[src/rtl/buffer_ctrl.sv]
// Input buffer controller for a wormhole router port.
// Manages the read/write pointers of an external flit RAM and locks the
// output port for the duration of a packet (head .. tail). Flits whose
// type shows they belong to no open packet are dropped with an err pulse.
module buffer_ctrl #(
    parameter  int DATA_WIDTH = 8,
    parameter  int RAM_DEPTH  = 4,
    localparam int AW         = $clog2(RAM_DEPTH)
) (
    input  logic                  clk,
    input  logic                  reset,
    input  logic                  in_valid,
    output logic                  in_ready,
    output logic                  ram_wr_en,
    output logic [AW-1:0]         ram_wr_addr,
    output logic                  ram_rd_en,
    output logic [AW-1:0]         ram_rd_addr,
    input  logic [DATA_WIDTH-1:0] ram_rd_data,
    output logic                  req,
    input  logic                  grant,
    output logic                  out_valid,
    input  logic                  out_ready,
    output logic [AW:0]           count,
    output logic                  empty,
    output logic                  full,
    output logic                  err
);

    localparam logic [AW:0]   DEPTH_CNT = (AW + 1)'(RAM_DEPTH);
    localparam logic [AW-1:0] LAST_ADDR = AW'(RAM_DEPTH - 1);

    typedef enum logic [1:0] {
        IDLE,
        ROUTE,
        ACTIVE
    } state_t;

    state_t          state_q;
    state_t          state_d;
    logic [AW-1:0]   wr_ptr;
    logic [AW-1:0]   rd_ptr;
    logic [AW:0]     count_q;
    logic            push;
    logic            pop;
    logic            buf_empty;
    logic            is_head;
    logic            is_tail;
    logic            unused_payload;

    // The payload bits only matter to the downstream datapath, not here.
    assign unused_payload = ^ram_rd_data;

    // Flit type lives in the two top bits: bit DW-2 marks a head, bit DW-1 a tail.
    assign is_head = ram_rd_data[DATA_WIDTH-2];
    assign is_tail = ram_rd_data[DATA_WIDTH-1];

    // Occupancy seen by the outside world reads as cleared while reset is held.
    assign buf_empty = (count_q == '0);
    assign count     = reset ? '0 : count_q;
    assign empty     = (count == '0);
    assign full      = (count == DEPTH_CNT);

    // Write side: accept whenever there is room; reset suppresses the write.
    assign in_ready    = !full;
    assign push        = in_valid && in_ready && !reset;
    assign ram_wr_en   = push;
    assign ram_wr_addr = wr_ptr;

    // Read side: the RAM shows the front flit combinationally at rd_ptr.
    assign ram_rd_addr = rd_ptr;
    assign ram_rd_en   = pop;

    // Pointer, occupancy and FSM state registers with synchronous reset.
    always_ff @(posedge clk) begin
        if (reset) begin
            wr_ptr  <= '0;
            rd_ptr  <= '0;
            count_q <= '0;
            state_q <= IDLE;
        end else begin
            state_q <= state_d;
            if (push) begin
                wr_ptr <= (wr_ptr == LAST_ADDR) ? '0 : wr_ptr + AW'(1);
            end
            if (pop) begin
                rd_ptr <= (rd_ptr == LAST_ADDR) ? '0 : rd_ptr + AW'(1);
            end
            case ({push, pop})
                2'b10:   count_q <= count_q + (AW + 1)'(1);
                2'b01:   count_q <= count_q - (AW + 1)'(1);
                default: count_q <= count_q;
            endcase
        end
    end

    // Packet FSM: route on a head, hold the port lock until the tail leaves.
    always_comb begin
        state_d   = state_q;
        req       = 1'b0;
        out_valid = 1'b0;
        pop       = 1'b0;
        err       = 1'b0;
        if (!reset) begin
            case (state_q)
                IDLE: begin
                    if (!buf_empty) begin
                        if (is_head) begin
                            state_d = ROUTE;
                        end else begin
                            pop = 1'b1;
                            err = 1'b1;
                        end
                    end
                end
                ROUTE: begin
                    req = 1'b1;
                    if (grant) begin
                        state_d = ACTIVE;
                    end
                end
                ACTIVE: begin
                    req       = 1'b1;
                    out_valid = !buf_empty;
                    pop       = out_valid && out_ready;
                    if (pop && is_tail) begin
                        state_d = IDLE;
                    end
                end
                default: begin
                    state_d = IDLE;
                end
            endcase
        end
    end

endmodule
[config.mk]
export PLATFORM = sky130hd
export DESIGN_NAME = buffer_ctrl
export DESIGN_NICKNAME = d
export VERILOG_FILES = /design/src/rtl/buffer_ctrl.sv
export SDC_FILE = /design/constraint.sdc
export NUM_CORES = 1
export LEC_CHECK = 0
export CORE_MARGIN = 2
export CORE_UTILIZATION = 44
export DETAILED_ROUTE_END_ITERATION = 10
export GPL_ROUTABILITY_DRIVEN = 0
export PLACE_DENSITY = 0.87
export SYNTH_ARGS = -nofsm -noshare
export SYNTH_HDL_FRONTEND = slang
export SYNTH_SLANG_ARGS = --single-unit
export TNS_END_PERCENT = 30
[constraint.sdc]
create_clock -name clk -period 3.88 [get_ports clk]
set_input_delay 0.388 -clock clk [delete_from_list [all_inputs] [get_ports clk]]
set_output_delay 0.388 -clock clk [all_outputs]
set_load 0.02 [all_outputs]
==> results of run 1 <==
through the flow:
stage | utilization | worst slack, ns | area [um^2] | cells | hold WS, ns
5_1_grt | 0.669 | 1.17 | 903 | 112 | 0.522
3_5_place_dp | 0.650 | 1.03 | 877 | 108 | 0.494
6_report | 0.669 | 1.28 | 903 | 112 | 0.500
3_3_place_gp | 0.650 | 1.06 | 877 | 108 | 0.475
2_1_floorplan | - | 1.35 | 656 | 73 | 0.465
4_1_cts | 0.669 | 1.26 | 903 | 112 | 0.507
sequential cells by signal, indices dropped and copies added, names as in the netlist:
| signal | cells |
|---|---|
| count_q | 3 |
| ram_rd_addr | 2 |
| ram_wr_addr | 2 |
| state_q | 2 |
cell type report:
type                    instances  area share
multi-input cells              52       0.467
repair buffers                 22       0.241
clock buffers                   4      0.0291
well taps                      15      0.0208
flip-flops and latches          9       0.199
inverters                      10      0.0429
power breakdown:
part / switching (W) / internal [W]
clock: 0.0000376 / 0.0000399
sequential: 0.0000135 / 0.000107
combinational: 0.0000915 / 0.0000911
total: 0.000143 / 0.000238
cells by family (layout without fill, tap and decap cells):
kind of cell	after synthesis	count (layout)	synth area share
AO/OA/AOI/OAI	10	10	0.143
XOR/XNOR	2	2	0.0267
adder cells (fa/ha/maj)	8	8	0.164
buffers and inverters	12	36	0.0820
flip-flops	9	9	0.275
multiplexers	4	4	0.0649
AND/OR/NAND/NOR	28	28	0.244
routing by layer:
layer | wire, um | share of wire | GRT usage
met1 | 541 | 0.42 | 0.196
met2 | 660 | 0.51 | 0.286
met3 | 77 | 0.059 | 0.0647
met4 | 23 | 0.018 | 0.0938
met5 | 0 | 0 | 0
synthesized netlist by cell type, drive strengths merged, types with 2 or more instances:
cell type	instances	area (um^2)
a21oi	4	27.5
dfxtp	9	180
ha	7	87.6
inv	9	33.8
mux2	2	22.5
mux2i	2	20.0
nand2b	5	31.3
nor2	8	30.0
nor2b	6	37.5
o21ai	3	22.5
or2	2	12.5
or3	2	13.8
xor2	2	17.5
worst register-to-register path: stages, from the launching register on:
cell                      delay (ns)
sky130_fd_sc_hd__dfxtp_1        0.33
sky130_fd_sc_hd__inv_1          0.11
sky130_fd_sc_hd__ha_1           0.21
sky130_fd_sc_hd__nand2_1        0.06
sky130_fd_sc_hd__a211o_1        0.35
sky130_fd_sc_hd__inv_1          0.11
sky130_fd_sc_hd__ha_1           0.19
sky130_fd_sc_hd__inv_1          0.06
sky130_fd_sc_hd__fa_1           0.37
sky130_fd_sc_hd__xor2_1         0.15
sky130_fd_sc_hd__or3_1          0.30
sky130_fd_sc_hd__a21oi_1        0.13
worst min-delay path by stage:
stage / startpoint / to / cells past startpoint
finish: ram_wr_addr[0] / ram_wr_addr[0] / 2
global route: ram_wr_addr[1] / ram_wr_addr[1] / 2
CTS: state_q[0] / state_q[0] / 2
detailed placement: state_q[0] / state_q[0] / 2
global placement: ram_wr_addr[1] / ram_wr_addr[1] / 2
floorplan: state_q[1] / state_q[1] / 2
==> results.toml, run 1 <==
[clock_tree]
cts-resized-gates = 0
tritoncts = "built"
clockRootBuffer = "sky130_fd_sc_hd__clkbuf_4"
clock_latency_ns = 0.28
postCtsSetupRepairBufs = 0
clkSlewWorstSetupHoldPaths_ns = 0.07
cts_max_path_buffers = 2
htree_levels = 1
cts-buffers-inserted = 3
cts_hold_buf = 0
cts_sinks = 9

[yosys]
ys_seq_elements = 9
post_synth_num_cell_types = 29
syn-instance-count = 73
yosysWarnings = 0
synthArstFlopShare = 0
number_of_enable_type_register_cells_in_the_synthesized_netlist = 0
synth.cell_area_um2 = 656
synth.yosys.seq_area_share = 0.275
synth_fp_nets = 94
yosys_most_used_dff = "sky130_fd_sc_hd__dfxtp_1"
avgSynthCellArea_um2 = 8.98

[worst_setup_path]
startpoint_type = "primary input"
cp_data_required_time_ns = 3.49
worst-path-max-fanout = 5
crit_path_end_kind = "primary output"
dominant_cell_type_by_count_on_the_critical_path = "sky130_fd_sc_hd__clkdlybuf4s50_1"
rrSetupSlack_ns = 1.43
r2r.worst_path.cells = 11
worst_r2r_startpoint = "state_q[0]"
max_stage_delay_ns = 0.59
number_of_buffer_and_inverter_instances_along_the_worst_setup_path = 4
critPathTopFamily = "buffers and inverters"
endpoint_of_the_worst_register_to_register_path = "count_q[2]"
worst_setup_path_endpoint = "ram_wr_en"
worst_setup_path_startpoint = "reset"
critical-path-slowest-cell = "sky130_fd_sc_hd__clkdlybuf4s50_1"
crit_type = "primary input to primary output"
cp.arrival_ns = 2.22
critical_path.cell_chain = "clkdlybuf4s50_1 > or4b_4 > clkinv_2 > or3_2 > inv_1 > clkdlybuf4s50_1"
crit_cells = 6

[global_routing]
grt_start_max_net_pins = 19
via_count_of_the_first_global_routing_pass = 563
grt_overflow = 0
initial_antenna_violation_count = 0
all_layer_gr_usage = 0.175
grt_pass1_wl_um = 2300

[timing]
timing.max_slew.rel_slack = 0.651
min_period_ns = 2.60
timing_worst_slew_pin_value_ns = 0.520
timing.fmax_ghz = 0.384
period_share = 0.671
clock_skew_ns = 0.00907
slew_viol_final = 0
finalSetupTns_ns = 0
final_hold_viol_count = 0
setup-violations-final = 0
grt_setup_unrepaired = "no"

[detailed_routing]
avgRoutedWirePerCell_um = 11.6
drt.antenna.violating_nets = 0
vias_after_detailed_routing = 568
drt_pre_antenna_iters = 4
finalWirelength_um = 1300
viasPerCell = 5.07
drtIter0Drc = 11
remaining_drc_errors = 0

[power_and_ir_drop]
peak_vdd_ir_uv = 253
leakage_nw = 0.356
finalPower_w = 0.000381
power.density_cell_area_nw_per_um2 = 422

[min_path]
min-delay-path-class = "register to register"

[final_layout]
ff_latch_area_um2 = 180
design.final.nets = 119
multiInputGateArea_um2 = 422
layout_commonest_cell = "sky130_fd_sc_hd__clkdlybuf4s50_1"
antenna_cells = 0
area_delta_synth_final_pct = 37.8
most-common-layout-cells = "21 x sky130_fd_sc_hd__clkdlybuf4s50_1, 9 x sky130_fd_sc_hd__inv_1, 9 x sky130_fd_sc_hd__dfxtp_1"
final_layout_size_suffix_gt1_frac = 0.155
fillerInstances = 113

[floorplanning]
die_h_um = 42.6
start_util = 0.486
fp.dieArea_um2 = 1810
io_pins = 28
core_region_area_um2 = 1350
core.rowCount = 13
die-width_um = 42.6

[place]
io_buffers = 21
dp.final_hpwl_um = 1030

[run_status]
status = "finished, final reports clean"

[run]
drv.max_cap_violation_count = 0
No activity file was read; power rests on OpenSTA's default activity.
==> run 2: changes to the inputs <==
--- a/config.mk
+++ b/config.mk
@@ -6,10 +6,10 @@
 export NUM_CORES = 1
 export LEC_CHECK = 0
 export CORE_MARGIN = 2
-export CORE_UTILIZATION = 44
+export CORE_UTILIZATION = 41
 export DETAILED_ROUTE_END_ITERATION = 10
 export GPL_ROUTABILITY_DRIVEN = 0
-export PLACE_DENSITY = 0.87
+export PLACE_DENSITY = 0.82
 export SYNTH_ARGS = -nofsm -noshare
 export SYNTH_HDL_FRONTEND = slang
 export SYNTH_SLANG_ARGS = --single-unit
==> constraint.sdc (replaced) <==
create_clock -name clk -period 2.6 [get_ports clk]
set_input_delay 0.26 -clock clk [delete_from_list [all_inputs] [get_ports clk]]
set_output_delay 0.26 -clock clk [all_outputs]
set_load 0.02 [all_outputs]
==> results.toml, run 2 (synthesized netlist as in run 1, its figures left out) <==
[timing]
period_share = 0.927
timing.hold.ws_ns = 0.497
slew_viol_final = 0
final_hold_viol_count = 0
timing.fmax_ghz = 0.415
clock_skew_ns = 0.00564
timing.max_slew.rel_slack = 0.627
timing_worst_slew_pin_value_ns = 0.555
min_period_ns = 2.41
setup-violations-final = 0
post-route-worst-setup-slack_ns = 0.189
grt_setup_unrepaired = "no"

[worst_setup_path]
max_stage_delay_ns = 0.51
endpoint_of_the_worst_register_to_register_path = "count_q[2]"
cp.arrival_ns = 2.61
cp_data_required_time_ns = 2.80
startpoint_type = "primary input"
rrSetupSlack_ns = 0.20
worst_r2r_startpoint = "state_q[0]"
critical_path.cell_chain = "clkdlybuf4s50_1 > or4b_4 > clkinv_2 > or3_2 > ha_1 > inv_1 > fa_1 > xor2_1 > or3_1 > a21oi_1"
r2r.worst_path.cells = 11
crit_path_end_kind = "register"
critical-path-slowest-cell = "sky130_fd_sc_hd__or4b_4"
worst-path-max-fanout = 2
crit_type = "primary input to register"

[clock_tree]
postCtsSetupRepairBufs = 0
clkSlewWorstSetupHoldPaths_ns = 0.07
htree_levels = 1
cts_sinks = 9
clockRootBuffer = "sky130_fd_sc_hd__clkbuf_4"
cts_hold_buf = 0
cts-buffers-inserted = 3
clock_latency_ns = 0.26
cts-resized-gates = 0
cts_max_path_buffers = 2
tritoncts = "built"

[place]
io_buffers = 21
dp_worst_setup_slack_ns = -0.0900
place.detailed.instances = 113
dp.final_hpwl_um = 1050

[power_and_ir_drop]
leakage_nw = 0.378
power.density_cell_area_nw_per_um2 = 607
peak_vdd_ir_uv = 274
finalPower_w = 0.000568

[final_layout]
most-common-layout-cells = "21 x sky130_fd_sc_hd__clkdlybuf4s50_1, 9 x sky130_fd_sc_hd__inv_1, 9 x sky130_fd_sc_hd__dfxtp_1"
area_delta_synth_final_pct = 42.7
design.final.nets = 123
largest_register_ff_count = 3
layout_commonest_cell = "sky130_fd_sc_hd__clkdlybuf4s50_1"
final_layout_size_suffix_gt1_frac = 0.198
antenna_cells = 0
registers.top_by_ff_count = "count_q"
final_cells = 117
fillerInstances = 138

[global_routing]
globalRouteMet3Util = 0.0250
grt_util_met2 = 0.288
via_count_of_the_first_global_routing_pass = 576
grt_start_max_net_pins = 19
all_layer_gr_usage = 0.163
grt_most_used_layer = "met2"
grt_pass1_wl_um = 2370
grt_overflow = 0
global_route.usage.met1 = 0.191
initial_antenna_violation_count = 0

[run_status]
status = "finished, final reports clean"

[detailed_routing]
vias_after_detailed_routing = 560
avgRoutedWirePerCell_um = 11.5
drt.antenna.violating_nets = 0
finalWirelength_um = 1340
drtIter0Drc = 12
remaining_drc_errors = 0
viasPerCell = 4.79
drt_pre_antenna_iters = 4

[floorplanning]
start_util = 0.435
io_pins = 28
die_h_um = 44.0
core.rowCount = 14
die-width_um = 44.0
fp.dieArea_um2 = 1940
core_region_area_um2 = 1510

[min_path]
hold_path_end = "ram_wr_addr[1]"
worst_hold_startpoint = "ram_wr_addr[1]"
hold_path_depth = 2
min-delay-path-class = "register to register"

[run]
drv.max_cap_violation_count = 0
## run 2: cell types whose count changed in the layout (fill, tap and decap cells not counted)
cell	delta
sky130_fd_sc_hd__clkbuf_1	-1
sky130_fd_sc_hd__clkinv_2	+1
sky130_fd_sc_hd__buf_4	+4
## run 2: final cells by class
class | count | area, um^2 | share of cell area
clock buffer | 3 | 22.5 | 0.0241
clock inverter | 1 | 5.00 | 0.00535
inverter | 10 | 38.8 | 0.0414
multi-input combinational | 52 | 422 | 0.451
sequential | 9 | 180 | 0.193
tap | 16 | 20.0 | 0.0214
timing repair buffer | 26 | 248 | 0.265
## run 2: critical path: cells and delay by family
family / cells / cell delay (ns)
simple gates: 3 / 0.92
buf+inv: 3 / 0.56
fa+ha+maj: 2 / 0.56
xor+xnor: 1 / 0.16
compound gates: 1 / 0.14
## run 2: where the power goes
part / internal, W / total (W) / leakage, nW / switching (W)
registers: 0.000160 / 0.000182 / 0.0734 / 0.0000213
clock network: 0.0000567 / 0.000108 / 0.0177 / 0.0000512
logic: 0.000141 / 0.000279 / 0.286 / 0.000138
## run 2: worst max path at each step
stage	from	endpoint	slack [ns]	cells after the start
finish	reset	count_q[2]	0.19	10
global route	state_q[0]	count_q[2]	0.04	11
CTS	reset	count_q[2]	0.18	10
detailed placement	reset	count_q[2]	-0.09	10
global placement	reset	count_q[2]	-0.03	10
floorplan	count_q[0]	count_q[2]	0.19	9
## run 2: through the flow
stage | setup TNS [ns] | util | cell area [um^2]
after CTS | 0 | 0.621 | 936
final | 0 | 0.621 | 936
after detailed placement | -0.0900 | 0.603 | 908
after global placement | -0.0298 | 0.603 | 908
after global routing | 0 | 0.621 | 936
after floorplan | 0 | - | 656
## run 2: routing by layer
| metal | vias to the layer above | share of wire |
|---|---|---|
| met5 | - | 0 |
| met4 | 0 | 0.021 |
| met3 | 4 | 0.040 |
| met2 | 17 | 0.46 |
| met1 | 245 | 0.47 |
| li1 | 294 | - |
